--- src/rtl/mem_responder.sv ---
// Word-addressed memory slave: accepts one read/write per request and returns a one-cycle ready/abort pulse.
// Optional wait states before each response are enabled by defining MEM_WAIT_STATE_EN.
module mem_responder #(
  parameter int WAIT_CYCLES = 2,
  parameter int DEPTH_LOG2  = 5
) (
  input  logic                  clk1,
  input  logic                  rst,
  input  logic                  req,
  input  logic                  we,
  input  logic [31:0]           addr,
  input  logic [31:0]           data_write,
  input  logic                  load_en,
  input  logic [DEPTH_LOG2-1:0] load_addr,
  input  logic [31:0]           load_data,
  output logic [31:0]           data_read,
  output logic                  ready,
  output logic                  abort,
  output logic                  busy
);

  localparam int DATA_W = 32;
  localparam int WORDS  = 1 << DEPTH_LOG2;

`ifdef MEM_WAIT_STATE_EN
  localparam int CNT_W = (WAIT_CYCLES > 2) ? $clog2(WAIT_CYCLES) : 1;
  typedef enum logic [1:0] {IDLE, WAIT, RESP} state_t;
  logic [CNT_W-1:0] cnt_q;
`else
  typedef enum logic {IDLE, RESP} state_t;
`endif

  state_t state_q, state_d;

  logic [DATA_W-1:0] mem [WORDS];
  logic [31:0]       addr_p0;
  logic              we_p0;
  logic [DATA_W-1:0] wdata_p0;

  logic              capture;
  logic              commit;
  logic              load_ok;
  logic [31:0]       eff_addr;
  logic              eff_we;
  logic [DATA_W-1:0] eff_wdata;

  // Misaligned or beyond the implemented word range.
  function automatic logic addr_err(input logic [31:0] a);
    return (a[1:0] != 2'b00) || ((a >> (DEPTH_LOG2 + 2)) != 32'd0);
  endfunction

  function automatic logic [DEPTH_LOG2-1:0] word_idx(input logic [31:0] a);
    return a[DEPTH_LOG2+1:2];
  endfunction

  always_comb begin
    state_d = state_q;
    capture = 1'b0;
    unique case (state_q)
      IDLE: begin
        if (req) begin
          capture = 1'b1;
`ifdef MEM_WAIT_STATE_EN
          if (WAIT_CYCLES > 0) state_d = WAIT;
          else                 state_d = RESP;
`else
          state_d = RESP;
`endif
        end
      end
`ifdef MEM_WAIT_STATE_EN
      WAIT: begin
        if (cnt_q == '0) state_d = RESP;
      end
`endif
      RESP:    state_d = IDLE;
      default: state_d = IDLE;
    endcase
  end

  // With no wait states the write commits on the capture edge itself, so use the live bus there.
  always_comb begin
    eff_addr  = (state_q == IDLE) ? addr       : addr_p0;
    eff_we    = (state_q == IDLE) ? we         : we_p0;
    eff_wdata = (state_q == IDLE) ? data_write : wdata_p0;
    commit    = !rst && (state_d == RESP) && (state_q != RESP) && eff_we && !addr_err(eff_addr);
    load_ok   = (state_q == IDLE) && !req && load_en;
  end

  always_ff @(posedge clk1) begin
    if (rst) state_q <= IDLE;
    else     state_q <= state_d;
  end

`ifdef MEM_WAIT_STATE_EN
  always_ff @(posedge clk1) begin
    if (rst)                                      cnt_q <= '0;
    else if (capture)                             cnt_q <= CNT_W'(WAIT_CYCLES - 1);
    else if ((state_q == WAIT) && (cnt_q != '0))  cnt_q <= cnt_q - CNT_W'(1);
  end
`endif

  // Capture stage: request fields held for the rest of the access.
  always_ff @(posedge clk1) begin
    if (capture) begin
      addr_p0  <= addr;
      we_p0    <= we;
      wdata_p0 <= data_write;
    end
  end

  always_ff @(posedge clk1) begin
    if (commit)       mem[word_idx(eff_addr)] <= eff_wdata;
    else if (load_ok) mem[load_addr]          <= load_data;
  end

  // Response stage.
  always_comb begin
    busy      = (state_q != IDLE);
    ready     = (state_q == RESP) && !addr_err(addr_p0);
    abort     = (state_q == RESP) &&  addr_err(addr_p0);
    data_read = '0;
    if (ready && !we_p0) data_read = mem[word_idx(addr_p0)];
  end

endmodule

--- config.mk ---
export PLATFORM = sky130hd
export DESIGN_NAME = mem_responder
export DESIGN_NICKNAME = d
export VERILOG_FILES = /design/src/rtl/mem_responder.sv
export SDC_FILE = /design/constraint.sdc
export NUM_CORES = 1
export LEC_CHECK = 0
export ABC_AREA = 1
export CAP_MARGIN = 5
export CORE_ASPECT_RATIO = 1.1
export CORE_MARGIN = 4
export CORE_UTILIZATION = 50
export CTS_BUF_LIST = sky130_fd_sc_hd__clkbuf_8
export CTS_CLUSTER_SIZE = 16
export DETAILED_ROUTE_END_ITERATION = 10
export DONT_BUFFER_PORTS = 1
export PLACE_DENSITY_LB_ADDON = 0.12
export SYNTH_ARGS = -nofsm -noshare
export SYNTH_HDL_FRONTEND = slang
export SYNTH_SLANG_ARGS = --single-unit
--- constraint.sdc ---
create_clock -name clk1 -period 12.8 [get_ports clk1]
set_clock_uncertainty 0.1 [all_clocks]
set_input_delay 2.56 -clock clk1 [delete_from_list [all_inputs] [get_ports clk1]]
set_output_delay 2.56 -clock clk1 [all_outputs]
set_load 0.03 [all_outputs]
==> results.txt, run 1 <==
The post-CTS resize count came out at 0. The routability-driven placement congestion ratio is between 0.8 and 0.9. The max-slew violation count came to 0.

The arrival time reported for the critical path endpoint came out at 5.34 ns. The run finished with clean final reports. At the pin with the least slew margin, the transition time is 1.36 ns. Global routing used 26.9% of the available tracks.

The worst setup path endpoint is data_read[3]. The final-layout fill cell count came out at around 7400. Summing all non-filler instances in the final layout gives an area of 48700 µm². The starting DRC count in detailed routing came out at 3300. In this run the critical register-to-register path is captured at mem[20][17]. Clock tree synthesis inserted a total of 173 buffers.

Setup repair after global routing left no endpoint under its margin. The clock-pin transition on the worst setup and hold timing paths came out at approximately 0.06 ns. The via count of the first global-routing pass is 28800. The detailed-routing iteration count for the pre-antenna-repair pass is 6. The critical path capture point type is an output pin.

Headroom to the max-slew limit came out at a little under a tenth. Yosys printed 0 warnings. The startpoint of the lowest-slack register-to-register path is busy. The placed instances occupy a cell area of 45700 µm². The slowest stage of the critical path belongs to the cell sky130_fd_sc_hd__buf_4.

The number of buffers added to fix hold violations after cts is 0. The worst setup path is launched from a flip-flop. The clock tree root driver cell is sky130_fd_sc_hd__clkbuf_8. The count of distinct cell types in the synthesized netlist came out at 26. The number of nets in the synthesized netlist is 3812. The width of the die came out at 292 µm. On the worst path, the slowest cell contributes a delay of between 0.9 and 1 ns. The die span in y came out at 320 µm. The part of the Yosys area used for sequential elements came out at 74.0%.

The initial antenna violation count came to 2. The clock tree synthesis step divided the H-tree into 4 levels. The cell family contributing the most delay on the critical path is buffers and inverters.

The final critical-path share of the clock period came out at ~63%. The critical path runs through a total of 11 cells. The number of cells produced by synthesis is 3706. The number of rows created at floorplan is 114. Walking the worst path, the cells encountered are inv_8, buf_4, buf_4, nand2_1, nand3_1, nand3_1, nand3_1, nand2_1, nand2_1, nand2_1, nor2_1. After routing, the total negative slack on setup checks comes to 0 ns. The hold violation count in the final report is 0.

The count of pins on the block boundary came out at between 100 and 150. The count of buffers from port buffering is 0. In this run the worst path has a maximum fanout of roughly 140. The number of max-cap violations came out at 0.

Once detailed placement completed, the half-perimeter wirelength came to 64200 µm. The final wirelength is between 100000 and 150000 µm. Counting instances, the worst hold path has a depth of 2. The total area inside the core boundary comes to 87900 µm². TritonCTS built the clock tree.

The cell count after placement is 4710. The layout-stage area growth over the synthesis result came out at 9.94%. The number of buffers and inverters on the critical path is 3.

The starting density of the core came out at approximately half. The final layout contains roughly 3800 nets. The data required time of the worst path is 10.14 ns. The area of the die came out at 93500 µm².

In this run the worst hold path is classified as reg2reg. The cell area after synthesis came out at 44300 µm². The highest achievable clock rate came out at ~0.12 GHz.

The total setup violations reported at the end of the flow is 0. The number of cells in the finished layout apart from fillers came out at 5019. Of the cells placed in the final design, the portion with a size suffix greater than 1 is 9.62%. The leakage power total is between 15 and 20 nW. The clock net sink count is 1095. For the worst-skew pair, the clock arrives at the later sink with an insertion delay of 0.82 ns. The maximum buffer depth of the clock tree is 3. Each instance of the synthesized netlist takes up on average 12.0 µm². The number of cells on the worst reg-to-reg path is 9.

In the final routed layout, each cell accounts on average for 25.4 µm. The final critical path time including I/O delays and setup is 8.00 ns. The setup path with the least slack is of type reg2out. The number of storage elements in the synthesis netlist came out at 1095. The total power divided by cell area is 152 nW/µm². In the routed layout, each cell is associated on average with a via count of 5.87. The global route total overflow is 0. The minimum setup slack among reg-to-reg paths is 7.96 ns.

The DRC violations left is 0. In this design, the critical path's most frequently occurring cell is sky130_fd_sc_hd__nand2_1. The first-pass GRT wire length came out at 186000 µm. The number of buffers inserted by post-CTS setup repair is 0.

For this block, the via count after detailed routing is about 29000. The count of nets left with antenna violations once routing finished came out at 0. The maximum vdd drop came out at 87.7 µV. The pin count of the biggest net entering global routing came out at 235.
layer usage:
| metal | GRT usage (%) | share of wire [%] | up-vias |
|---|---|---|---|
| li1 | - | - | 13200 |
| met3 | 5.39 | 9.1 | 227 |
| met5 | 0 | 0 | - |
| met4 | 8.22 | 2.6 | 0 |
| met2 | 43.7 | 48 | 1461 |
| met1 | 37.1 | 41 | 14600 |
worst min path at each step:
stage	end	slack [ns]	start
after floorplan	flip-flop	0.34	addr_p0[5]
after CTS	flip-flop	0.38	addr_p0[4]
after global placement	flip-flop	0.37	addr_p0[3]
after global routing	flip-flop	0.43	addr_p0[3]
after detailed placement	flip-flop	0.36	addr_p0[4]
final	flip-flop	0.38	addr_p0[4]
power by group:
part,switching [W],total (W),internal [W]
clock,0.00134,0.00265,0.00130
combinational,0.000542,0.000713,0.000171
sequential,0.0000202,0.00407,0.00405
layout make-up:
type                    instances  area (µm²)  area share (%)
repair buffers                 80         613            1.26
multi-input cells            2341       10700            21.9
diodes                          2        5.00          0.0103
clock inverters               130         592            1.21
clock buffers                 177        2440            5.00
inverters                      34         149           0.305
flip-flops and latches       1095       32800            67.4
well taps                    1160        1450            2.98
flip-flops by register name, summed over array words and instances, names as in the netlist, named ones only:
signal    cells
we_p0         1
busy          1
wdata_p0     32
mem        1024
addr_p0      32
placed cells by master, fill, tap and decap left out, drive strengths merged:
cell,n
a21oi,33
a31oi,33
buf,80
bufinv,1
clkbuf,177
clkinv,53
clkinvlp,6
dfxtp,6
diode,2
edfxtp,1089
inv,104
nand2,1220
nand3,890
nand3b,1
nand4,4
nor2,142
o211ai,4
o21ai,14
worst register-to-register path: stages, from the launching register on:
cell,delay [ns]
sky130_fd_sc_hd__dfxtp_2,0.32
sky130_fd_sc_hd__buf_4,0.49
sky130_fd_sc_hd__inv_4,0.31
sky130_fd_sc_hd__nand3_4,0.13
sky130_fd_sc_hd__buf_4,0.76
sky130_fd_sc_hd__o211ai_1,0.24
sky130_fd_sc_hd__o21ai_2,0.17
sky130_fd_sc_hd__nand3_2,0.47
sky130_fd_sc_hd__nor2_4,0.91
sky130_fd_sc_hd__buf_4,0.56
kinds of logic after synthesis:
group                  Yosys count  synth area share, %
AND/OR/NAND/NOR               2257                 21.7
flip-flops                    1095                 74.0
buffers and inverters          270                 3.12
AO/OA/AOI/OAI                   84                 1.12
Yosys cell counts (all sizes together):
master  count  area [µm²]
nand2    1220        4580
edfxtp   1089       32700
nand3     890        4480
buf       195        1100
nor2      142         536
clkbuf     41         154
a21oi      33         165
a31oi      33         213
inv        33         126
o21ai      14        85.1
dfxtp       6         120
nand4       4        25.0
o211ai      4        35.0
clkinv      1        3.75
nand3b      1        7.51
metrics by stage:
step	hold WS, ns	util, %	total power (W)	setup WS, ns
6_report	0.379	55.5	0.00743	4.80
4_1_cts	0.382	55.5	0.00747	4.78
3_5_place_dp	0.362	52.0	0.00485	5.71
3_3_place_gp	0.372	52.0	0.00483	5.75
2_1_floorplan	0.338	-	0.00461	5.87
5_1_grt	0.427	55.5	0.00771	4.47
Note: power is estimated with default switching activity, not from simulation.
==> run 2, diff against run 1 <==
Clock period 12.8 ns to 7.98 ns, I/O delays scaled along.
==> run 2 against run 1 <==
Effect of this change:
- die area stayed put
- via count down 0.44%
- setup slack got worse by 3.4 ns
- power up 62%
- worst hold slack worse by 0.010 ns
- sequential cell count did not move
- largest power group unchanged
- critical path depth fell by 1
==> results.txt, run 2 (synthesis gave the netlist of run 1 again) <==
The count of buffers from port buffering is 0 (unchanged). The post-route antenna net violation count is 0 (unchanged). The type of the worst setup path is reg2out (unchanged). The DRC violations left came out at 0 (unchanged).

The final wirelength is 126000 µm (was 128000 µm). The largest delay contributor family on the critical path is buffers and inverters (unchanged). The sum of negative setup slack is 0 ns (unchanged).

The number of cells in the finished layout apart from fillers is 5028 (was 5019). The clock tree from TritonCTS is done (unchanged). The proportion of layout cells with a drive suffix above 1 is 10.0% (was 9.62%). The total clock buffers created by CTS is 172 (was 173).

The total core area came out at 87900 µm² (unchanged). The delay of the slowest cell on the worst path came out at 1.00 ns (was 0.97 ns). The cell count after placement is 4714 (was 4710). The critical-path maximum fanout came to 114 (was 135). The worst slew margin relative to its limit is 3.08% (was 9.26%). The count of pins on the block boundary was 141 (unchanged). The via count of the first global-routing pass came out at 28400 (was 28800). The clock latency on the worst-skew pair came out at 0.82 ns (about the same). The final-layout fill cell count was 7374 (was 7353).

Commonest cells after routing, fill and taps aside: sky130_fd_sc_hd__nand2_1 (1220), sky130_fd_sc_hd__edfxtp_1 (1089), sky130_fd_sc_hd__nand3_1 (885) (unchanged). The data required time of the worst path is 6.28 ns (was 10.14 ns). The number of cells traversed by the worst hold path is 2 (unchanged). The clock-pin transition on the worst setup and hold timing paths is 0.06 ns (about the same). The detailed-routing iteration count for the pre-antenna-repair pass was 6 (unchanged). The number of flip-flops under the largest register name was 1024 (unchanged). The post-CTS resize count came out at 0 (unchanged). The clock tree root driver cell is sky130_fd_sc_hd__clkbuf_8 (unchanged). The total setup violations reported at the end of the flow came to 0 (unchanged).

Top flop regs: mem x1024, addr_p0 x32, wdata_p0 x32 (unchanged). The highest achievable clock rate came out at 0.151 GHz. The detailed-route wire length per cell is 25.0 µm (was 25.4 µm). The most common cell after layout, fill and taps aside is sky130_fd_sc_hd__nand2_1 (unchanged). The number of cells on the worst reg-to-reg path came out at 8 (was 9). The final critical path time including I/O delays and setup is about 6.6 ns. The class of the tightest hold or removal check is reg2reg (unchanged). The number of buffers added to fix hold violations after cts was 0 (unchanged). The count of H-tree levels built during CTS came out at 4 (unchanged). The layout-stage area growth over the synthesis result came out at 10.3% (was 9.94%). The number of max-cap violations was 0 (unchanged). The worst hold slack across all endpoints came out at 0.368 ns (was 0.379 ns). The most used cell along the critical path is sky130_fd_sc_hd__nand2_1 (unchanged). The pin count of the biggest net entering global routing came to 233 (was 235). The die span in y came to 320 µm (unchanged).

The maximum buffer depth of the clock tree came to 3 (unchanged). The startpoint kind of the worst setup timing path was a flip-flop (unchanged). The leakage power total came out at 17.2 nW (about the same). The transition time at the pin with the least slew margin came out at 1.45 ns (was 1.36 ns). The routability-driven placement congestion ratio came out at 0.789 (was 0.804). The initial antenna violation count is 1 (was 2). The cell with the largest stage delay on the worst path was sky130_fd_sc_hd__buf_4 (unchanged). The register name with the most flops is mem (unchanged). The width of the die was 292 µm (unchanged).

The count of buffering cells on the critical path with inverters included came out at 2 (was 3). The global route total overflow came to 0 (unchanged). The worst setup path endpoint is data_read[3] (unchanged). Outcome: finished clean (unchanged). The first-pass GRT wire length came out at 183000 µm (was 186000 µm). The starting DRC count in detailed routing is 3351 (was 3300). The startpoint of the lowest-slack register-to-register path was busy (unchanged). The hold violation count in the final report came out at 0 (unchanged). The estimated wirelength of the detail-placed design came to 63700 µm (was 64200 µm).

The minimum setup slack among reg-to-reg paths is 3.36 ns (was 7.96 ns). The number of rows created at floorplan is 114 (unchanged). The end of the worst register-to-register path is mem[22][31] (was mem[20][17]). The final critical-path share of the clock period came out at 82.8%.

The total stage count of the critical path is 10 (was 11). The area of the die is 93500 µm² (unchanged). The post-detailed-route via-to-cell ratio was 5.84 (was 5.87).

The starting density of the core is 50.5% (unchanged). Cell breakdown of the critical path: buf_4, buf_4, nand2_1, nand3_1, nand3_1, nand3_1, nand2_1, nand2_1, nand2_1, nor2_1 (was inv_8, buf_4, buf_4, nand2_1, nand3_1, nand3_1, nand3_1, nand2_1, nand2_1, nand2_1, nor2_1). The critical path capture point type was an output pin (unchanged). Setup repair after global routing missed its margin: false (unchanged). The total number of nets in the final design came out at 3834 (was 3831). The total power divided by cell area was 247 nW/µm² (was 152 nW/µm²). The maximum vdd drop is 141 µV (was 87.7 µV).

The clock net sink count came out at 1095 (unchanged). The via total after detailed routing is 29400 (was 29500). The arrival time reported for the critical path endpoint is 4.91 ns (was 5.34 ns). The max-slew violation count is 0 (unchanged).

The number of buffers inserted by post-CTS setup repair came to 0 (unchanged). The total global-route track usage is 26.5% (was 26.9%).
-- run 2: routing by layer --
metal | part of all wire [%] | GRT usage (%) | vias up | routed length [µm]
met4 | 2.8 | 8.62 | 0 | 3480
met2 | 48 | 43.0 | 1394 | 60200
met1 | 41 | 36.6 | 14600 | 51000
met5 | 0 | 0 | - | 0
li1 | - | - | 13200 | -
met3 | 8.9 | 5.02 | 213 | 11300
-- run 2: power by group --
part	switching, W	internal [W]
logic	0.000855	0.000279
clock network	0.00219	0.00221
registers	0.0000401	0.00649
-- run 2: worst min-delay path by stage --
stage / from / slack, ns / endpoint
after global placement: addr_p0[5] / 0.35 / flip-flop
after CTS: addr_p0[5] / 0.37 / flip-flop
after floorplan: addr_p0[5] / 0.34 / flip-flop
final: addr_p0[2] / 0.37 / flip-flop
after global routing: addr_p0[2] / 0.41 / flip-flop
after detailed placement: addr_p0[5] / 0.36 / flip-flop
-- run 2: per-stage QoR --
step / total power (W) / cell area [µm²] / utilization [%] / setup WS (ns)
after global routing: 0.0125 / 48900 / 55.7 / 1.06
after global placement: 0.00775 / 45700 / 52.1 / 2.35
after floorplan: 0.00739 / 44300 / - / 2.01
after CTS: 0.0121 / 48900 / 55.6 / 1.43
final: 0.0121 / 48900 / 55.7 / 1.37
after detailed placement: 0.00777 / 45700 / 52.1 / 2.36
-- run 2: worst register-to-register path, cell delays in order (launching register included) --
cell and delay, ns:
sky130_fd_sc_hd__dfxtp_2 0.40, sky130_fd_sc_hd__buf_4 0.31, sky130_fd_sc_hd__inv_4 0.40, sky130_fd_sc_hd__nand3_4 0.27
sky130_fd_sc_hd__buf_4 0.43, sky130_fd_sc_hd__nand2_1 0.32, sky130_fd_sc_hd__nand3_2 0.46, sky130_fd_sc_hd__nor2_4 1.04
sky130_fd_sc_hd__buf_4 0.52
-- run 2: cell type report --
class / count / area (µm²) / share of cell area [%]
clock inverter: 138 / 744 / 1.52
timing repair buffer: 84 / 693 / 1.42
clock buffer: 175 / 2410 / 4.93
inverter: 34 / 149 / 0.304
multi-input combinational: 2341 / 10600 / 21.7
antenna: 1 / 2.50 / 0.00512
tap: 1160 / 1450 / 2.97
sequential: 1095 / 32800 / 67.2
